==> config.mk <==
export PLATFORM = sky130hd
export DESIGN_NAME = rst_seq_timer
export DESIGN_NICKNAME = d
export VERILOG_FILES = /design/src/rtl/rst_seq_pkg.sv /design/src/rtl/ts_hold_reg.sv /design/src/rtl/rst_seq_timer.sv
export SDC_FILE = /design/constraint.sdc
export NUM_CORES = 1
export LEC_CHECK = 0
export BUFFER_PORTS_ARGS = -buffer_cell sky130_fd_sc_hd__buf_4
export CORE_MARGIN = 8
export CORE_UTILIZATION = 31
export CTS_CLUSTER_SIZE = 16
export DETAILED_ROUTE_END_ITERATION = 8
export HOLD_SLACK_MARGIN = 0.15
export PLACE_DENSITY = 0.49
export SLEW_MARGIN = 20
export SYNTH_ARGS = -nofsm -noshare
export SYNTH_HDL_FRONTEND = slang
export SYNTH_HIERARCHICAL = 1
export SYNTH_SLANG_ARGS = --single-unit
export TNS_END_PERCENT = 50
==> constraint.sdc <==
create_clock -name clk -period 2.6 [get_ports clk]
set_input_delay 0 -clock clk [delete_from_list [all_inputs] [get_ports clk]]
set_output_delay 0 -clock clk [all_outputs]
set_load 0.02 [all_outputs]
==> src/rtl/rst_seq_pkg.sv <==
// Shared types and defaults for the post-reset sequencer / timebase.
// Holds the FSM state encoding and the width defaults used by every block.
package rst_seq_pkg;

  typedef enum logic [1:0] {
    RESET  = 2'd0,
    SETTLE = 2'd1,
    RUN    = 2'd2,
    HALT   = 2'd3
  } seq_state_t;

  localparam int CNT_W_DEF = 32;
  localparam int DLY_W     = 8;

  // Terminal value of the settle counter for a given delay (legal range 1..255).
  function automatic logic [DLY_W-1:0] dly_last(input int dly_cycles);
    return DLY_W'(dly_cycles - 1);
  endfunction

endpackage

==> src/rtl/ts_hold_reg.sv <==
// One-entry timestamp buffer on a valid/ready output with sticky drop detection.
// A new load is taken when the slot is empty or is being drained on the same edge.
module ts_hold_reg
  import rst_seq_pkg::*;
#(
  parameter int CNT_W = CNT_W_DEF
) (
  input  logic             clk,
  input  logic             rst,
  input  logic             load,
  input  logic [CNT_W-1:0] load_val,
  input  logic             ts_ready,
  output logic             ts_valid,
  output logic [CNT_W-1:0] ts_data,
  output logic             ts_ovf
);

  logic fire;
  logic slot_free;

  assign fire      = ts_valid & ts_ready;
  assign slot_free = ~ts_valid | fire;

  always_ff @(posedge clk) begin
    if (rst) begin
      ts_valid <= 1'b0;
      ts_data  <= '0;
      ts_ovf   <= 1'b0;
    end else begin
      if (load && slot_free) begin
        ts_valid <= 1'b1;
        ts_data  <= load_val;
      end else if (load) begin
        // Buffer full and not draining: keep the held value, flag the loss.
        ts_ovf   <= 1'b1;
      end else if (fire) begin
        ts_valid <= 1'b0;
      end
    end
  end

endmodule

==> src/rtl/rst_seq_timer.sv <==
// Post-reset sequencer and cycle timebase: settle delay, run/halt control,
// free-running cycle counter and a handshaked capture timestamp.
module rst_seq_timer
  import rst_seq_pkg::*;
#(
  parameter int CNT_W      = CNT_W_DEF,
  parameter int DLY_CYCLES = 2
) (
  input  logic             clk,
  input  logic             rst,
  input  logic             halt_req,
  input  logic             resume_req,
  input  logic             capture,
  input  logic             ts_ready,
  output logic             ready,
  output logic             halted,
  output logic [CNT_W-1:0] cycle_cnt,
  output logic             ts_valid,
  output logic [CNT_W-1:0] ts_data,
  output logic             ts_ovf,
  output logic             cnt_wrap
);

  localparam logic [DLY_W-1:0] DLY_LAST = dly_last(DLY_CYCLES);

  seq_state_t       state;
  seq_state_t       state_nxt;
  logic [DLY_W-1:0] dly_cnt;
  logic [DLY_W-1:0] dly_nxt;
  logic             cnt_en;
  logic             cap_accept;

  always_ff @(posedge clk) begin
    if (rst) begin
      state <= RESET;
    end else begin
      state <= state_nxt;
    end
  end

  // The release edge (RESET -> SETTLE) already counts, so cycle_cnt reads the
  // number of edges since reset release.
  always_comb begin
    state_nxt = state;
    dly_nxt   = dly_cnt;
    cnt_en    = 1'b0;
    unique case (state)
      RESET: begin
        state_nxt = SETTLE;
        dly_nxt   = '0;
        cnt_en    = 1'b1;
      end
      SETTLE: begin
        cnt_en = 1'b1;
        if (dly_cnt == DLY_LAST) begin
          state_nxt = RUN;
        end else begin
          dly_nxt = dly_cnt + 1'b1;
        end
      end
      RUN: begin
        cnt_en = 1'b1;
        if (halt_req) begin
          state_nxt = HALT;
        end
      end
      HALT: begin
        if (resume_req) begin
          state_nxt = RUN;
        end
      end
      default: begin
        state_nxt = RESET;
      end
    endcase
  end

  always_ff @(posedge clk) begin
    if (rst) begin
      dly_cnt   <= '0;
      cycle_cnt <= '0;
      cnt_wrap  <= 1'b0;
      ready     <= 1'b0;
      halted    <= 1'b0;
    end else begin
      dly_cnt <= dly_nxt;
      ready   <= (state_nxt == RUN);
      halted  <= (state_nxt == HALT);
      if (cnt_en) begin
        cycle_cnt <= cycle_cnt + 1'b1;
        if (&cycle_cnt) begin
          cnt_wrap <= 1'b1;
        end
      end
    end
  end

  // Captures are only meaningful once the timebase is running; the stamp is
  // the counter value before this edge's increment.
  assign cap_accept = capture & (state == RUN);

  ts_hold_reg #(
    .CNT_W(CNT_W)
  ) u_ts_hold (
    .clk      (clk),
    .rst      (rst),
    .load     (cap_accept),
    .load_val (cycle_cnt),
    .ts_ready (ts_ready),
    .ts_valid (ts_valid),
    .ts_data  (ts_data),
    .ts_ovf   (ts_ovf)
  );

endmodule
# == Word-level counts from Yosys, hierarchy flattened ==
# Index checks and enable logic that the tools add are counted.
# word_totals
register_bits,79
inputBits,6
wordCells,43
# op_classes
n_addsub,2
n_eq_ne,8
mux,10
n_bitwise,5
n_reduce_logical,9
# op_table
operator,count
33-bit AND reduction,1
32-bit by 1-bit adder with 32-bit output (second input constant),1
8-bit one-hot mux with 2 select lines,1
8-bit by 1-bit adder with 8-bit output (second input constant),1
2-bit equality test (second input constant),4
8-bit by 1-bit equality test with 1-bit output (second input constant),1
8-bit 2-to-1 mux,1
2-bit one-hot mux with 4 select lines,1
2-bit 2-to-1 mux,3
2-bit AND reduction,3
1-bit 2-to-1 mux,4
2-bit inequality test (second input constant),2
2-bit nonzero test,2
3-bit OR reduction,1
1-bit AND,2
2-bit by 1-bit equality test with 1-bit output (second input constant),1
2-bit logical NOT,1
1-bit NOT,2
1-bit logical AND,1
1-bit OR,1

# == Longest topological paths before layout ==
# Gate-level depths: netlist (run 1).
# logic_depth
word_depth,5
ltp_mapped,6
ltp_nobuf,6

# == Hierarchy ==
# Netlist (run 1), hierarchy kept.
# modules_own_cells
mod,instances,cells_each,area_per_inst_um2,seq_area_each_um2
rst_seq_timer,1,250,2227.1,900.9
ts_hold_reg,1,147,1539.0,680.7

# == Least setup slack after synthesis (run 1) ==
# OpenSTA, ideal clock, no wires.
# synth_path
path_kind,reg2reg
startpoint,reg cycle_cnt[18]
endpoint,reg cycle_cnt[31]
setup_time_ns,0.123
t_arrival_ns,1.910
slack_ns,0.566
stages_incl_launch_ff,5
path_buffers,0
synth_period_minus_slack_ns,2.034
path_cell_list,dfxtp_1 -> nand4_2 -> or4_4 -> nor4b_4 -> mux2_1
# synth_via
elab_chain_len,1
# synth_rtl
item,line,rtl
"start, declared",rst_seq_timer.sv:17,"output logic [CNT_W-1:0] cycle_cnt,"
"start signal, assigned",rst_seq_timer.sv:90,cycle_cnt <= cycle_cnt + 1'b1;
32-bit by 1-bit adder with 32-bit output,rst_seq_timer.sv:90,
# No other way between the ends.
# A chain may end at the register's enable or synchronous reset.

# == Worst setup path after layout (run 1) ==
# layout_path
startpoint,reg state[0]
endpoint,reg u_ts_hold.ts_valid
# layout_via
elab_chain_len,5
elab_cells_between_ends,7
classes_between,eq/ne: 2; mux: 1; bitwise: 1; reduce/logical: 3
# layout_rtl
item,line,rtl
"start, declared",rst_seq_timer.sv:26,seq_state_t state;
"start signal, assigned",rst_seq_timer.sv:37,state <= state_nxt;
2-bit equality test *,rst_seq_timer.sv:100,assign cap_accept = capture & (state == RUN);
1-bit AND *,rst_seq_timer.sv:100,
via cap_accept,rst_seq_timer.sv:31,logic cap_accept;
1-bit logical AND,ts_hold_reg.sv:30,if (load && slot_free) begin
2-bit inequality test (no source line) or 2-bit nonzero test (tied branches),-,
2-bit AND reduction (no source line),-,
"end signal, assigned",ts_hold_reg.sv:26,ts_valid <= 1'b0;
"end signal, assigned",ts_hold_reg.sv:31,ts_valid <= 1'b1;
"end signal, assigned",ts_hold_reg.sv:37,ts_valid <= 1'b0;
"end, declared",ts_hold_reg.sv:13,"output logic ts_valid,"
# The timed path passes the listed nets; every way through them passes the cells marked *.

==> results of run 1 <==
[placed cells by master, fill, tap and decap left out, types with 2 or more instances in the layout]
cell type,Yosys,layout
a21oi_1,23,23
and2_1,2,2
and3_1,5,5
and4_1,4,4
buf_4,0,81
clkbuf_1,14,2
clkbuf_16,0,9
clkbuf_8,0,2
dfxtp_1,79,79
dlygate4sd3_1,0,9
ha_1,3,3
inv_1,4,4
mux2_1,6,6
mux2i_1,33,33
nand2_1,18,18
nand2b_1,66,66
nand3_1,13,13
nand3b_1,2,2
nand4_1,9,9
nand4b_1,4,4
nand4bb_1,2,2
nor2_1,27,27
nor2b_1,8,8
nor2b_4,1,2
nor4_1,6,6
nor4_2,3,3
o21ai_0,6,6
o31ai_1,7,7
o41ai_1,2,2
or3_1,5,5
or4_1,6,6
xnor2_1,5,5
xor2_1,9,9
[power by group through the flow]
stage	registers [mW]	logic (mW)	clock network, mW
5_1_grt	1.25	0.168	1.26
3_5_place_dp	1.27	0.146	0
3_3_place_gp	1.27	0.145	0
2_1_floorplan	1.27	0.0946	0
6_report	1.24	0.152	1.16
4_1_cts	1.24	0.155	1.21
[per-layer routing]
| layer | global-route usage | routed length, um |
|---|---|---|
| met2 | 0.204 | 4620 |
| met4 | 0.0425 | 92 |
| met5 | 0 | 0 |
| met1 | 0.144 | 4340 |
| met3 | 0.0464 | 508 |
[sequential cells by signal, summed over array words and instances, names as in the netlist]
name	count
u_ts_hold/ts_ovf	1
halted	1
ready	1
state	2
dly_cnt	8
u_ts_hold/ts_data	32
cycle_cnt	32
u_ts_hold/ts_valid	1
cnt_wrap	1
[worst max-delay path, cell delays in order, from the launching register on]
cell and delay [ns]:
dfxtp_1 0.38, buf_4 0.18, and3b_1 0.22, nor2_1 0.12, dlygate4sd3_1 0.57, nor2_1 0.04, dlygate4sd3_1 0.56
[cell families after synthesis]
group | Yosys count
adders and majority gates | 3
buffers and inverters | 25
and+or+nand+nor | 196
AOI/OAI and AO/OA | 40
muxes | 40
DFF | 79
xor gates and xnor gates | 14
[cell type report]
class / count / area share
multi-input cells: 293 / 0.424
flip-flops and latches: 79 / 0.330
repair buffers: 91 / 0.150
clock buffers: 13 / 0.0542
well taps: 147 / 0.0383
inverters: 4 / 0.00313
clock inverters: 1 / 0.00104
[path summary, 6_finish.rpt]
check                 from                 end  slack [ns]  cells after the start
setup / recovery  state[0]  u_ts_hold/ts_valid        0.42                      6
hold reg to reg   cnt_wrap            cnt_wrap        0.46                      2
setup reg to reg  state[0]  u_ts_hold/ts_valid        0.42                      6
hold / removal    cnt_wrap            cnt_wrap        0.46                      2
[through the flow]
step,utilization,setup WS (ns),total power [mW]
after global placement,0.372,0.587,1.41
after global routing,0.401,0.299,2.67
after floorplan,-,0.566,1.37
after CTS,0.401,0.443,2.61
final,0.401,0.417,2.56
after detailed placement,0.372,0.533,1.42
==> qor.txt, run 1 <==
starting density of the core - 0.315
die area - 15,900 um2
area grow syn2layout - 27.4%
Final nets - 487
Non-Filler Instances - 628
#FFs+latches synth - 79
CTS tree - yes
Initial DRT Pass Iterations - 4
Setup crit start kind - flop
worst-path maximum fanout - 9
H-Tree Depth - 3
final hold vios - 0
fmax - 458 MHz
post_cts resized - 0
Die Y - 126 um
clock sinks - 79
vias in the first global route - 2,986
cell count after placement - 605
Final Hold Slack - 0.458 ns
total of max-cap violations - 0
design area - 4800 um2
Post-DRT Antenna Nets - 0
syn_nets - 406
Psw - 0.575 mW
Wirelength per Cell - 15.2 um
headroom to the max-slew limit - 0.439
Synth async-reset ratio - 0
crit path kind - flop to flop
GR Util All Layers - 0.123
Post-CTS Setup Bufs - 0
share of the synthesized area in the top cell type - 0.420
Overflow after GRT - 0
area of the core - 12,000 um2
CP Capture Type - flop
Cell variety after synth - 50
final cycle utilization of the critical path - 0.840
routed vias - 3,060
row count - 40
Required @ worst endpoint - 2.83 ns
Synth Area in Simple Gates - 0.327
most numerous cell in the Yosys netlist - dfxtp_1
RSZ-0062 raised after global routing - false
gp weighted congestion - 0.729
die width - 126 um
DRT Wirelength - 9560 um
Synth Area in Compound Gates - 0.0611
Fin Clk Skew - 0.00646 ns
worst vdd ir - 305 uV
share of cells above drive strength 1 - 0.220
share of power burned in registers - 0.486
P_int - 1.98 mW
# DRC - 0
worst-skew pair later-pin latency - 0.34 ns
mux contribution to synthesized area - 0.109
Worst Path Arrival - 2.41 ns
multi-input logic area - 2040 um2
fill cell count - 1,196
clock root buffer - clkbuf_16
IO Port Bufs - 74
Final setup violation count - 0
status - finished, final reports clean
post-synthesis adder-cell area fraction - 0.00997
Slew Limit Fails - 0
commonest cells in the netlist - 79 x dfxtp_1, 66 x nand2b_1, 33 x mux2i_1, 27 x nor2_1, 23 x a21oi_1
# IOs - 75
register area share after synthesis - 0.420
top cell type by total area after synthesis - dfxtp_1
largest net degree at the start of global routing - 57
Slew @ Worst Pin - 0.834 ns
dpl cell area - 4440 um2
antenna violations before repair - 0
main combinational cell family by area after synthesis - simple AND/OR/NAND/NOR gates
Synth Flop Type - dfxtp_1
TNS Setup - 0 ns
Hold Crit Class - flop to flop
Avg Inst Size Synth - 9.49 um2
Final min period - 2.18 ns
Syn Inst Count - 397
dpl hpwl - 6630 um
CTS Buf Count - 9
FF/Latch Area - 1580 um2
Combinational Power Share - 0.059
leakage power - 1.76 nW
synth top area cells - dfxtp_1 42%, nand2b_1 11%, mux2i_1 8.8%
DRT iter0 DRCs - 145
hold_buf cts - 9
mapped cell area - 3770 um2
Post-Synth XOR/XNOR Area - 0.0326
Post-synth EDFFs - 0
Sw Share - 0.225
via density per instance - 4.87
Clk pin slew, worst setup/hold paths - 0.06 ns
Clk network pwr share - 0.455
global-route wire length before repair - 15,800 um
Max Root-Sink Buffers - 2
synth warn - 6
Cell Pwr Density - 533 nW/um2
antenna cells - 0
No activity file was read; power rests on OpenSTA's default activity.
==> inputs of run 2 (changes only) <==
Settings changed: PLACE_DENSITY 0.49 to 0.51.
Clock period 2.6 ns to 1.97 ns, I/O delays scaled along.
==> qor.txt, run 2 (synthesis gave the netlist of run 1 again) <==
Crit Reg-Reg Startpoint - cycle_cnt[19] (was state[0])
Wirelength per Cell - 14.8 um (was 15.2 um)
routed vias - 3,195 (was 3,060)
Slew Limit Fails - 0 (unchanged)
commonest cells after routing, fill and taps aside - 114 x buf_4, 76 x dfxtp_1, 66 x nand2b_1 (was 81 x buf_4, 79 x dfxtp_1, 66 x nand2b_1)
# IOs - 75 (unchanged)
Worst Path Arrival - 2.13 ns (was 2.41 ns)
post_cts resized - 0 (unchanged)
hold endpoint - u_ts_hold/ts_data[18] (was cnt_wrap)
DRT Wirelength - 9750 um (was 9560 um)
Max Root-Sink Buffers - 2 (unchanged)
IO Port Bufs - 74 (unchanged)
GR peak layer - met2 (unchanged)
RR Endpoint - cycle_cnt[31] (was u_ts_hold/ts_valid)
worst vdd ir - 350 uV (was 305 uV)
starting density of the core - 0.315 (unchanged)
Overflow after GRT - 0 (unchanged)
die width - 126 um (unchanged)
RSZ-0062 raised after global routing - false (unchanged)
vias in the first global route - 3,183 (was 2,986)
FF-to-FF path depth - 4 (was 6)
Required @ worst endpoint - 2.20 ns (was 2.83 ns)
Fin Clk Skew - 0.00929 ns (was 0.00646 ns)
clock root buffer - clkbuf_16 (unchanged)
Die Y - 126 um (unchanged)
Cell Pwr Density - 689 nW/um2 (was 533 nW/um2)
via density per instance - 4.84 (was 4.87)
worst-skew pair later-pin latency - 0.35 ns (was 0.34 ns)
GR Util All Layers - 0.124 (was 0.123)
dpl hpwl - 7180 um (was 6630 um)
met2 GRT Util - 0.201 (was 0.204)
die area - 15,900 um2 (unchanged)
CTS Buf Count - 9 (unchanged)
Final setup violation count - 0 (unchanged)
Initial DRT Pass Iterations - 4 (unchanged)
Slew @ Worst Pin - 0.484 ns (was 0.834 ns)
CP Capture Type - flop (unchanged)
FF/Latch Area - 1590 um2 (was 1580 um2)
final hold vios - 0 (unchanged)
Final nets - 517 (was 487)
Final min period - 1.90 ns (was 2.18 ns)
crit path kind - flop to flop (unchanged)
clock sinks - 79 (unchanged)
met3 Use GR - 0.0376 (was 0.0464)
H-Tree Depth - 3 (unchanged)
multi-input logic area - 2040 um2 (about the same)
antenna violations before repair - 0 (unchanged)
fin util - 0.422 (was 0.401)
status - finished, final reports clean (unchanged)
fmax - 527 MHz (was 458 MHz)
worst hold start - capture (was cnt_wrap)
Clk pin slew, worst setup/hold paths - 0.07 ns (was 0.06 ns)
gp weighted congestion - 0.780 (was 0.729)
TNS Setup - 0 ns (unchanged)
leakage power - 1.92 nW (was 1.76 nW)
routing usage on met1 - 0.146 (was 0.144)
area of the core - 12,000 um2 (unchanged)
setup slack, reg-to-reg - 0.07 ns (was 0.42 ns)
most common cell after layout, fill and taps aside - buf_4 (unchanged)
total of max-cap violations - 0 (unchanged)
Hold Crit Class - input port to flop (was flop to flop)
Post-DRT Antenna Nets - 0 (unchanged)
final cycle utilization of the critical path - 0.964 (was 0.840)
area grow syn2layout - 34.0% (was 27.4%)
DRT iter0 DRCs - 126 (was 145)
CTS tree - yes (unchanged)
row count - 40 (unchanged)
Worst Hold Path Cells - 5 (was 2)
share of cells above drive strength 1 - 0.287 (was 0.220)
Setup crit start kind - flop (unchanged)
antenna cells - 0 (unchanged)
worst-path maximum fanout - 7 (was 9)
top flop regs - cycle_cnt (32), u_ts_hold/ts_data (32), dly_cnt (8) (unchanged)
global-route wire length before repair - 15,800 um (about the same)
largest net degree at the start of global routing - 44 (was 57)
# DRC - 0 (unchanged)
headroom to the max-slew limit - 0.677 (was 0.439)
fill cell count - 1,210 (was 1,196)
run 2: cell types whose count changed in the layout (fill, tap and decap cells not counted), sizes merged:
| cell | delta |
|---|---|
| buf | +33 |
| clkinvlp | +3 |
| dlygate4sd3 | -3 |
| clkbuf | -2 |
| clkinv | +1 |
run 2: worst max-delay path: stages (launching register included):
cell	delay, ns
dfxtp_2	0.39
nand4_2	0.12
or4_4	0.60
nor4b_4	0.32
mux2_1	0.34
run 2: layout make-up:
cell class,count,area share
sequential,79,0.314
clock inverter,5,0.00645
tap,147,0.0365
inverter,4,0.00298
clock buffer,11,0.0501
timing repair buffer,121,0.186
multi-input combinational,293,0.404
run 2: worst max-delay path by stage:
stage | start | to | slack (ns) | depth (start not counted)
6_report | cycle_cnt[19] | cycle_cnt[31] | 0.07 | 4
3_5_place_dp | cycle_cnt[19] | cycle_cnt[31] | 0.08 | 4
5_1_grt | cycle_cnt[19] | cycle_cnt[31] | 0.003 | 4
2_1_floorplan | cycle_cnt[20] | cycle_cnt[31] | -0.01 | 4
3_3_place_gp | cycle_cnt[19] | cycle_cnt[29] | 0.15 | 4
4_1_cts | cycle_cnt[19] | cycle_cnt[31] | 0.06 | 4
run 2: per-stage QoR:
stage	hold WS (ns)	power [mW]	cells	setup slack, ns	instance area, um2
after detailed placement	0.306	1.88	638	0.0783	4700
after global placement	0.305	1.88	638	0.147	4700
after global routing	0.441	3.60	660	0.00288	5040
after floorplan	0.183	1.81	397	-0.0116	3770
after CTS	0.424	3.52	660	0.0648	5040
final	0.424	3.48	660	0.0711	5040
run 2: routing by layer:
layer | vias up | wire (um)
met3 | 13 | 437
met2 | 46 | 4470
met1 | 1517 | 4660
met5 | - | 0
met4 | 0 | 182
li1 | 1619 | -
run 2: repair_timing:
| item | CTS | global route |
|---|---|---|
| setup endpoints to repair | 0 | 0 |
| endpoints found under the hold margin | 12 | 0 |
| setup buffers | 0 | 0 |
| hold buffers | 6 | 0 |
run 2: report_power, final:
part           internal, mW  switching, mW  total (mW)
Sequential             1.61         0.0162        1.63
Clock                 0.918          0.705        1.62
Combinational         0.106          0.116       0.222
Total                  2.64          0.837        3.48
==> inputs of run 3 (changes only) <==
Settings changed: CAP_MARGIN set to 10, PLACE_DENSITY 0.51 to unset.
==> qor.txt, run 3 (synthesis gave the netlist of run 1 again) <==
status - finished, final reports clean (unchanged)
Clk pin slew, worst setup/hold paths - 0.06 ns (was 0.07 ns)
routed vias - 3,190 (was 3,195)
setup ws final - 0.110 ns (was 0.0711 ns)
CP Capture Type - flop (unchanged)
largest net degree at the start of global routing - 72 (was 44)
# IOs - 75 (unchanged)
die area - 15,900 um2 (unchanged)
Final min period - 1.86 ns (was 1.90 ns)
FF/Latch Area - 1590 um2 (unchanged)
commonest cells after routing, fill and taps aside - 106 x buf_4, 76 x dfxtp_1, 66 x nand2b_1 (was 114 x buf_4, 76 x dfxtp_1, 66 x nand2b_1)
final hold vios - 0 (unchanged)
Non-Filler Instances - 651 (was 660)
crit path kind - flop to flop (unchanged)
fmax - 538 MHz (was 527 MHz)
Post-DRT Antenna Nets - 0 (unchanged)
Final setup violation count - 0 (unchanged)
headroom to the max-slew limit - 0.588 (was 0.677)
dpl hpwl - 6890 um (was 7180 um)
Required @ worst endpoint - 2.19 ns (was 2.20 ns)
Slew @ Worst Pin - 0.617 ns (was 0.484 ns)
post_cts resized - 0 (unchanged)
share of cells above drive strength 1 - 0.270 (was 0.287)
Initial DRT Pass Iterations - 4 (unchanged)
Fin Clk Skew - 0.00263 ns (was 0.00929 ns)
H-Tree Depth - 3 (unchanged)
Slew Limit Fails - 0 (unchanged)
Max Root-Sink Buffers - 2 (unchanged)
worst-skew pair later-pin latency - 0.33 ns (was 0.35 ns)
antenna violations before repair - 0 (unchanged)
final cycle utilization of the critical path - 0.944 (was 0.964)
DRT Wirelength - 9560 um (was 9750 um)
Final Hold Slack - 0.185 ns (was 0.424 ns)
TNS Setup - 0 ns (unchanged)
Critical Path Max Stage Delay - 0.61 ns (was 0.60 ns)
starting density of the core - 0.315 (unchanged)
cell count after placement - 632 (was 638)
CTS Buf Count - 9 (unchanged)
Worst Path Arrival - 2.08 ns (was 2.13 ns)
worst vdd ir - 445 uV (was 350 uV)
Setup WS pre-CTS - 0.114 ns (was 0.0783 ns)
worst-path maximum fanout - 7 (unchanged)
design area - 5010 um2 (was 5040 um2)
vias in the first global route - 3,246 (was 3,183)
Final Power - 3.47 mW (was 3.48 mW)
fin util - 0.419 (was 0.422)
Wirelength per Cell - 14.7 um (was 14.8 um)
area of the core - 12,000 um2 (unchanged)
Overflow after GRT - 0 (unchanged)
multi-input logic area - 2040 um2 (unchanged)
CP cell instances - nand4_2, or4_4, nor4_2, mux2_1 (was nand4_2, or4_4, nor4b_4, mux2_1)
GR Util All Layers - 0.122 (was 0.124)
top flop regs - cycle_cnt (32), u_ts_hold/ts_data (32), dly_cnt (8) (unchanged)
antenna cells - 0 (unchanged)
die width - 126 um (unchanged)
# DRC - 0 (unchanged)
Final nets - 510 (was 517)
leakage power - 1.89 nW (was 1.92 nW)
gp weighted congestion - 0.768 (was 0.780)
Die Y - 126 um (unchanged)
total of max-cap violations - 0 (unchanged)
RSZ-0062 raised after global routing - false (unchanged)
DRT iter0 DRCs - 117 (was 126)
row count - 40 (unchanged)
Hold Crit Class - input port to flop (unchanged)
clock root buffer - clkbuf_16 (unchanged)
Critical-path top delay cell - or4_4 (unchanged)
global-route wire length before repair - 15,900 um (was 15,800 um)
Cell Pwr Density - 693 nW/um2 (was 689 nW/um2)
Setup crit start kind - flop (unchanged)
area grow syn2layout - 33.0% (was 34.0%)
dpl cell area - 4680 um2 (was 4700 um2)
IO Port Bufs - 74 (unchanged)
via density per instance - 4.90 (was 4.84)
CTS tree - yes (unchanged)
clock sinks - 79 (unchanged)
fill cell count - 1,192 (was 1,210)
most common cell after layout, fill and taps aside - buf_4 (unchanged)
==> run 3: worst paths after layout <==
path              depth (start not counted)  slack (ns)             to           from
setup / recovery                          4        0.11  cycle_cnt[29]  cycle_cnt[19]
hold / removal                            2        0.18   cycle_cnt[9]            rst
setup reg to reg                          4        0.11  cycle_cnt[29]  cycle_cnt[19]
hold reg to reg                           2        0.45       cnt_wrap       cnt_wrap
==> run 3: critical path: cells and delay by family, from the launching register on <==
kind | cells | cell delay (ns)
flip-flops | 1 | 0.38
multiplexers | 1 | 0.34
AND/OR/NAND/NOR | 3 | 1.03
==> run 3: power breakdown <==
group	switching, mW	total, mW	internal, mW
Combinational	0.118	0.226	0.109
Clock	0.612	1.62	1.00
Sequential	0.0137	1.63	1.62
Total	0.744	3.47	2.73
==> run 3: layer usage <==
layer | up-vias | global-route usage | wire length [um]
li1 | 1605 | - | -
met3 | 10 | 0.0329 | 400
met2 | 59 | 0.207 | 4680
met1 | 1516 | 0.141 | 4350
met5 | - | 0 | 0
met4 | 0 | 0.0517 | 123
==> run 3: area by class of cell <==
| class | count | share of cell area |
|---|---|---|
| multi-input cells | 293 | 0.407 |
| inverters | 4 | 0.00300 |
| repair buffers | 114 | 0.181 |
| well taps | 147 | 0.0367 |
| flip-flops and latches | 79 | 0.316 |
| clock buffers | 13 | 0.0500 |
| clock inverters | 1 | 0.00599 |
==> run 3: timing repair <==
item | CTS | global route
hold buffers | 5 | 0
endpoints found under the hold margin | 5 | 0
buffers inserted | 0 | 0
